File: config.mk
export PLATFORM = sky130hd
export DESIGN_NAME = uart_mode_receiver
export DESIGN_NICKNAME = d
export VERILOG_FILES = /design/src/rtl/uart_mode_receiver.sv
export SDC_FILE = /design/constraint.sdc
export NUM_CORES = 1
export LEC_CHECK = 0
export CORE_MARGIN = 3
export CORE_UTILIZATION = 55
export CTS_BUF_LIST = sky130_fd_sc_hd__clkbuf_4 sky130_fd_sc_hd__clkbuf_8
export CTS_CLUSTER_SIZE = 10
export DETAILED_ROUTE_END_ITERATION = 8
export DONT_BUFFER_PORTS = 1
export PLACE_DENSITY = 0.7
export SLEW_MARGIN = 20
export SYNTH_ARGS = -nofsm -noshare
export SYNTH_HDL_FRONTEND = slang
export SYNTH_SLANG_ARGS = --single-unit
File: constraint.sdc
create_clock -name clk -period 2.6 [get_ports clk]
set_input_delay 0.52 -clock clk [delete_from_list [all_inputs] [get_ports clk]]
set_output_delay 0.52 -clock clk [all_outputs]
set_load 0.02 [all_outputs]
File: src/rtl/uart_mode_receiver.sv
`default_nettype none
// ============================================================================
// uart_mode_receiver : 8N1 UART front end that parses {HEADER, mode, checksum}
// frames and drives a held operating-mode byte to the LCD controller.
// Revision: 1.0
// ============================================================================
module uart_mode_receiver #(
    parameter int unsigned CLK_FREQ     = 50000000,
    parameter int unsigned BAUD         = 9600,
    parameter logic [7:0]  HEADER       = 8'hAA,
    parameter logic [7:0]  DEFAULT_MODE = 8'h00
) (
    input  logic       clk,
    input  logic       reset_n,
    input  logic       rx,
    output logic [7:0] modo_operacao,
    output logic       mode_valid,
    output logic       frame_err,
    output logic       rx_busy
);

    localparam int unsigned      CLKS_PER_BIT = CLK_FREQ / BAUD;
    localparam int unsigned      CNT_W        = $clog2(CLKS_PER_BIT);
    localparam logic [CNT_W-1:0] BIT_LAST     = CNT_W'(CLKS_PER_BIT - 1);
    localparam logic [CNT_W-1:0] HALF_LAST    = CNT_W'(CLKS_PER_BIT / 2 - 1);

    typedef enum logic [1:0] {
        RX_IDLE  = 2'd0,
        RX_START = 2'd1,
        RX_DATA  = 2'd2,
        RX_STOP  = 2'd3
    } rx_state_t;

    typedef enum logic [1:0] {
        P_WAIT_HDR  = 2'd0,
        P_WAIT_MODE = 2'd1,
        P_WAIT_CHK  = 2'd2
    } p_state_t;

    // Synchronizer presets to the idle (high) level so reset never fakes a start bit
    logic sync1_q;
    logic sync2_q;
    logic rxs;

    rx_state_t        rx_state_q, rx_state_d;
    logic [CNT_W-1:0] clk_cnt_q,  clk_cnt_d;
    logic [2:0]       bit_cnt_q,  bit_cnt_d;
    logic [7:0]       shift_q,    shift_d;
    logic             byte_stb;
    logic             stop_err;

    p_state_t         p_state_q,    p_state_d;
    logic [7:0]       held_q,       held_d;
    logic [7:0]       mode_q,       mode_d;
    logic             mode_valid_q, mode_valid_d;
    logic             frame_err_q,  frame_err_d;

    always_ff @(posedge clk or negedge reset_n) begin
        if (!reset_n) begin
            sync1_q <= 1'b1;
            sync2_q <= 1'b1;
        end else begin
            sync1_q <= rx;
            sync2_q <= sync1_q;
        end
    end

    assign rxs = sync2_q;

    always_ff @(posedge clk or negedge reset_n) begin
        if (!reset_n) begin
            rx_state_q <= RX_IDLE;
            clk_cnt_q  <= '0;
            bit_cnt_q  <= '0;
            shift_q    <= '0;
        end else begin
            rx_state_q <= rx_state_d;
            clk_cnt_q  <= clk_cnt_d;
            bit_cnt_q  <= bit_cnt_d;
            shift_q    <= shift_d;
        end
    end

    always_comb begin
        rx_state_d = rx_state_q;
        clk_cnt_d  = clk_cnt_q;
        bit_cnt_d  = bit_cnt_q;
        shift_d    = shift_q;
        byte_stb   = 1'b0;
        stop_err   = 1'b0;
        case (rx_state_q)
            RX_IDLE: begin
                clk_cnt_d = '0;
                if (!rxs) begin
                    bit_cnt_d  = '0;
                    rx_state_d = RX_START;
                end
            end
            RX_START: begin
                // Mid-start-bit check rejects short glitches without an error
                if (clk_cnt_q == HALF_LAST) begin
                    clk_cnt_d  = '0;
                    rx_state_d = rxs ? RX_IDLE : RX_DATA;
                end else begin
                    clk_cnt_d = clk_cnt_q + 1'b1;
                end
            end
            RX_DATA: begin
                if (clk_cnt_q == BIT_LAST) begin
                    clk_cnt_d = '0;
                    shift_d   = {rxs, shift_q[7:1]};
                    if (bit_cnt_q == 3'd7) begin
                        rx_state_d = RX_STOP;
                    end else begin
                        bit_cnt_d = bit_cnt_q + 1'b1;
                    end
                end else begin
                    clk_cnt_d = clk_cnt_q + 1'b1;
                end
            end
            RX_STOP: begin
                if (clk_cnt_q == BIT_LAST) begin
                    clk_cnt_d  = '0;
                    rx_state_d = RX_IDLE;
                    if (rxs) begin
                        byte_stb = 1'b1;
                    end else begin
                        stop_err = 1'b1;
                    end
                end else begin
                    clk_cnt_d = clk_cnt_q + 1'b1;
                end
            end
            default: begin
                rx_state_d = RX_IDLE;
                clk_cnt_d  = '0;
            end
        endcase
    end

    always_ff @(posedge clk or negedge reset_n) begin
        if (!reset_n) begin
            p_state_q    <= P_WAIT_HDR;
            held_q       <= '0;
            mode_q       <= DEFAULT_MODE;
            mode_valid_q <= 1'b0;
            frame_err_q  <= 1'b0;
        end else begin
            p_state_q    <= p_state_d;
            held_q       <= held_d;
            mode_q       <= mode_d;
            mode_valid_q <= mode_valid_d;
            frame_err_q  <= frame_err_d;
        end
    end

    // The completed byte sits in shift_q during the strobe cycle
    always_comb begin
        p_state_d    = p_state_q;
        held_d       = held_q;
        mode_d       = mode_q;
        mode_valid_d = 1'b0;
        frame_err_d  = 1'b0;
        if (stop_err) begin
            p_state_d   = P_WAIT_HDR;
            frame_err_d = 1'b1;
        end else if (byte_stb) begin
            case (p_state_q)
                P_WAIT_HDR: begin
                    if (shift_q == HEADER) begin
                        p_state_d = P_WAIT_MODE;
                    end
                end
                P_WAIT_MODE: begin
                    held_d    = shift_q;
                    p_state_d = P_WAIT_CHK;
                end
                P_WAIT_CHK: begin
                    if (shift_q == (HEADER ^ held_q)) begin
                        mode_d       = held_q;
                        mode_valid_d = 1'b1;
                    end else begin
                        frame_err_d = 1'b1;
                    end
                    p_state_d = P_WAIT_HDR;
                end
                default: begin
                    p_state_d = P_WAIT_HDR;
                end
            endcase
        end
    end

    assign modo_operacao = mode_q;
    assign mode_valid    = mode_valid_q;
    assign frame_err     = frame_err_q;
    assign rx_busy       = (rx_state_q != RX_IDLE);

endmodule
`default_nettype wire
# Word level (Yosys, flattened, before mapping)
# Cells that the tools add are included.
classes:
  add_sub_neg: 2
  n_eq_ne: 17
  n_mux: 32
  bitwise_logic: 2
  n_reduce_logical: 12
op_table:
  columns: ["op", "n"]
  rows:
  - ["$pmux W13 S3", 1]
  - ["$mux W13", 2]
  - ["$mux W2", 9]
  - ["$mux W1", 14]
  - ["$add A13 B1 Y13 const B", 1]
  - ["$eq A13 B12 Y1 const B", 1]
  - ["$eq A13 B13 Y1 const B", 1]
  - ["$ne A2 B2 Y1 const B", 6]
  - ["$mux W3", 3]
  - ["$eq A8 B8 Y1", 1]
  - ["$eq A8 B8 Y1 const B", 1]
  - ["$pmux W2 S4", 1]
  - ["$reduce_and A4 Y1", 2]
  - ["$eq A2 B2 Y1 const B", 3]
  - ["$pmux W3 S2", 1]
  - ["$reduce_bool A2 Y1", 3]
  - ["$reduce_and A5 Y1", 1]
  - ["$eq A2 B1 Y1 const B", 2]
  - ["$logic_not A2 Y1", 2]
  - ["$not A4 Y4", 1]
  - ["$pmux W2 S2", 1]
  - ["$reduce_and A2 Y1", 2]
  - ["$add A3 B1 Y3 const B", 1]
  - ["$eq A3 B3 Y1 const B", 1]
  - ["4 further kinds", 4]
totals:
  register_bits: 48
  in_bits: 3
  out_inout_bits: 11

# Longest topological paths before layout
logic_depth:
  ltp_word: 6
  ltp_mapped: 6

# Worst setup path after synthesis
# OpenSTA, ideal clock, no wires.
synth_path:
  path_type: "flip-flop to flip-flop"
  from: "register clk_cnt_q[0]"
  to: "register mode_q[0] (netlist: modo_operacao[0])"
  setup_ns: 0.125
  arrival_ns: 2.044
  required_time_ns: 2.475
  setup_slack_ns: 0.431
  path_stages_with_launch: 7
  n_path_buf: 1
  synth_period_minus_slack_ns: 2.169
  path_cell_list: "dfrtp_1 ha_1 and4_4 nand4_4 or4_4 buf_6 mux2_4"
synth_between:
  elab_chain_len: 5
  elab_cells_between_ends: 7
synth_lines:
  columns: ["item", "line_no", "text"]
  rows:
  - ["start, declared", "46", "logic [CNT_W-1:0] clk_cnt_q, clk_cnt_d;"]
  - ["start signal, assigned", "78", "clk_cnt_q <= clk_cnt_d;"]
  - ["$eq A13 B13 Y1 *", "122", "if (clk_cnt_q == BIT_LAST) begin"]
  - ["$mux W1", "122", null]
  - ["$mux W1", "91", "case (rx_state_q)"]
  - ["$not A1 Y1 (no line)", null, null]
  - ["$reduce_and A4 Y1 (no line) *", null, null]
  - ["end signal, assigned", "151", "mode_q <= mode_d;"]
  - ["end, declared", "54", "logic [7:0] mode_q, mode_d;"]
# Mark *: on every way between the ends. The rest lies on a longest branch, timed or not.
# A chain may end at the register's enable or synchronous reset.

# Worst setup path after layout
layout_path:
  from: "register clk_cnt_q[0]"
  to: "register mode_q[5] (netlist: modo_operacao[5])"
# Same word-level chain as after synthesis.

==> results.sh <==
export IMPL_ys_flop_type="dfrtp_1"
export IMPL_ys_async_sr_fraction=1.00
export IMPL_io_buffers=0
export IMPL_maxSlewViolCount=0
export IMPL_p_leak_nw=1.18
export IMPL_clockBufferDepth=2
export IMPL_area_growth_pct=9.62
export IMPL_drt_iter0_drc=74
export IMPL_post_dp_hpwl_um=2720
export IMPL_r2r_cells=5
export IMPL_synth_area_per_cell_um2=12.3
export IMPL_synth_area_leader_cell="dfrtp_1"
export IMPL_maxSlewHeadroom=0.745
export IMPL_postCtsSetupBuffers=0
export IMPL_pin_count=14
export IMPL_start_util=0.597
export IMPL_max_stage_delay_ns=0.72
export IMPL_route_detailed_wl_per_inst_um=16.4
export IMPL_vias_per_cell=5.94
export IMPL_n_fill_cell=295
export IMPL_min_period_ns=2.33
export IMPL_tns_ns=0
export IMPL_cp_end_kind="flip-flop"
export IMPL_finalCritPeriodShare=0.898
export IMPL_first_pass_iters=4
export IMPL_synth_edff_count=0
export IMPL_layout_common_cells="46 x dfrtp_1, 16 x mux2_2, 15 x nor2_1, 10 x xnor2_1, 9 x nand2_1"
export IMPL_cp_arrival_ns=2.52
export IMPL_max_freq_mhz=428
export IMPL_grt_max_degree=47
export IMPL_gp_congestion=0.892
export IMPL_cap_violations=0
export IMPL_tightest_slew_ns=0.377
export IMPL_r2r_end="modo_operacao[5]$_DFFE_PN0P_"
export IMPL_clk_pin_slew_ns=0.09
export IMPL_clock_skew_ns=0.00888
export IMPL_core_area_um2=3850
export IMPL_clock_latency_ns=0.30
export IMPL_drtAntennaViolNets=0
export IMPL_gr_usage_met3=0.0526
export IMPL_worst_r2r_setup_slack_ns=0.27
export IMPL_post_cts_resized=0
export IMPL_cts_buffers=5
export IMPL_crit_type="flip-flop to flip-flop"
export IMPL_synth_area_leaders="dfrtp_1 50%, mux2_2 7.8%, mux2_4 5.2%"
export IMPL_nets=199
export IMPL_multi_input_area_um2=1060
export IMPL_finalWirelength_um=3970
export IMPL_required_ns=2.79
export IMPL_die_w_um=70.7
export IMPL_num_vias=1437
export IMPL_hold_path_class="input port to asynchronous set/reset pin"
export IMPL_regToRegStartpoint="clk_cnt_q[0]$_DFF_PN0_"
export IMPL_cp_slowest_cell="or4_4"
export IMPL_final_common_cell="dfrtp_1"
export IMPL_ctsHoldBuffers=1
export IMPL_cts_tree="built"
export IMPL_top_usage_layer="met2"
export IMPL_rsz0062_at_grt="no"
export IMPL_synth_top_cell_area_share=0.500
export IMPL_clockRootBuffer="clkbuf_8"
export IMPL_h_tree_depth=2
export IMPL_grt_pass1_wl_um=7040
export IMPL_synth_yosys_seq_area_share=0.523
export IMPL_seq_area_um2=1200
export IMPL_synthesis_area_um2=2300
export IMPL_cp_start_kind="flip-flop"
export IMPL_status="completed"
export IMPL_antenna_found_initial=0
export IMPL_die_area_um2=5000
export IMPL_yosysUniqueCellTypes=41
export IMPL_synth_warning_count=0
export IMPL_drive_gt1_frac=0.237
export IMPL_crit_fanout=10
export IMPL_grt_pass1_vias=1476
export IMPL_synthCells=187
export IMPL_std_cell_rows=22
export IMPL_final_hold_viol_count=0
export IMPL_crit_start="clk_cnt_q[0]$_DFF_PN0_"
export IMPL_synth_seq_cells=48
export IMPL_grt_ovfl_total=0
export IMPL_grt_util_met2=0.265
export IMPL_p_per_area_nw_per_um2=557
export IMPL_synthesis_nets=193
export IMPL_globalRouteMet1Util=0.253
export IMPL_timing_final_ws_setup_ns=0.265
export IMPL_clock_sinks=48
export IMPL_die_y_um=70.7
export IMPL_drc_errors=0
export IMPL_gr_usage_all_layers=0.177
export IMPL_antenna_cells=0
export IMPL_peakVddDrop_mv=0.389
export IMPL_finalSetupViolations=0
export IMPL_place_ws_ns=0.293
export IMPL_cp_cell_sequence="ha_1 -> and4_4 -> nand4_4 -> or4_4 -> mux2_4"
==> worst max path at each step <==
stage,to,depth (start not counted),slack (ns)
3_3_place_gp,modo_operacao[4]$_DFFE_PN0P_,5,0.35
3_5_place_dp,modo_operacao[2]$_DFFE_PN0P_,5,0.29
5_1_grt,modo_operacao[5]$_DFFE_PN0P_,5,0.13
6_report,modo_operacao[5]$_DFFE_PN0P_,5,0.27
4_1_cts,modo_operacao[5]$_DFFE_PN0P_,5,0.28
2_1_floorplan,modo_operacao[0]$_DFFE_PN0P_,6,0.43
==> synthesized netlist by cell type (2+ instances only) <==
cell type and instances:
xnor2_1 10, ha_1 3, nor3_1 4, nand4_1 6, nand3_1 8, inv_1 4
dfstp_2 2, and2_1 2, nand2_1 9, a22o_1 3, dfrtp_1 46, a21oi_1 3
clkbuf_1 4, mux2_2 16, nor4_1 3, nor2_1 15, nor2b_1 3, o21ai_0 2
mux2i_1 6, nor4bb_1 2, mux2_4 8, o31ai_1 2, xor2_1 8
==> power by group <==
group          leakage (nW)  internal [mW]  switching [mW]
Sequential            0.649          0.749         0.00230
Clock                0.0687          0.387           0.250
Combinational         0.463        0.00479          0.0137
Total                  1.18           1.14           0.266
==> state kept, by name, indices dropped and copies added (netlist names), named ones only <==
signal         flops
held_q             8
frame_err          1
clk_cnt_q         13
rx_state_q         1
modo_operacao      8
shift_q            8
rxs                1
sync1_q            1
bit_cnt_q          3
p_state_q          2
mode_valid         1
==> layer usage <==
layer,vias to the layer above,routed length (µm)
met5,-,0
met4,0,19
met3,2,214
met2,28,1870
met1,725,1870
li1,682,-
==> layout make-up <==
| cell class | count | area share |
|---|---|---|
| Multi-Input combinational cell | 130 | 0.419 |
| Timing Repair Buffer | 4 | 0.0198 |
| Sequential cell | 48 | 0.477 |
| Tap cell | 48 | 0.0238 |
| Inverter | 4 | 0.00595 |
| Clock inverter | 3 | 0.0273 |
| Clock buffer | 5 | 0.0273 |
==> worst max-delay path: cells and delay by family (launching register included) <==
kind                       cells  cell delay [ns]
and+or+nand+nor                3             1.20
adders and majority gates      1             0.28
DFF                            1             0.42
muxes                          1             0.33
==> cell families after synthesis <==
group | synth area share
compound gates | 0.0391
xor+xnor | 0.0685
fa+ha+maj | 0.0163
buf+inv | 0.0179
flops | 0.523
mux | 0.157
simple gates | 0.179
==> per-stage QoR <==
stage          utilization  cells  power (mW)  instance area, µm²  hold WS (ns)
2_1_floorplan            -    187       0.766                2300         0.224
3_3_place_gp         0.612    233       0.767                2360         0.226
3_5_place_dp         0.612    233       0.767                2360         0.226
4_1_cts              0.655    242        1.42                2520        0.0436
5_1_grt              0.655    242        1.46                2520        0.0343
6_report             0.655    242        1.41                2520        0.0511
Note: power is estimated with default switching activity, not from simulation.
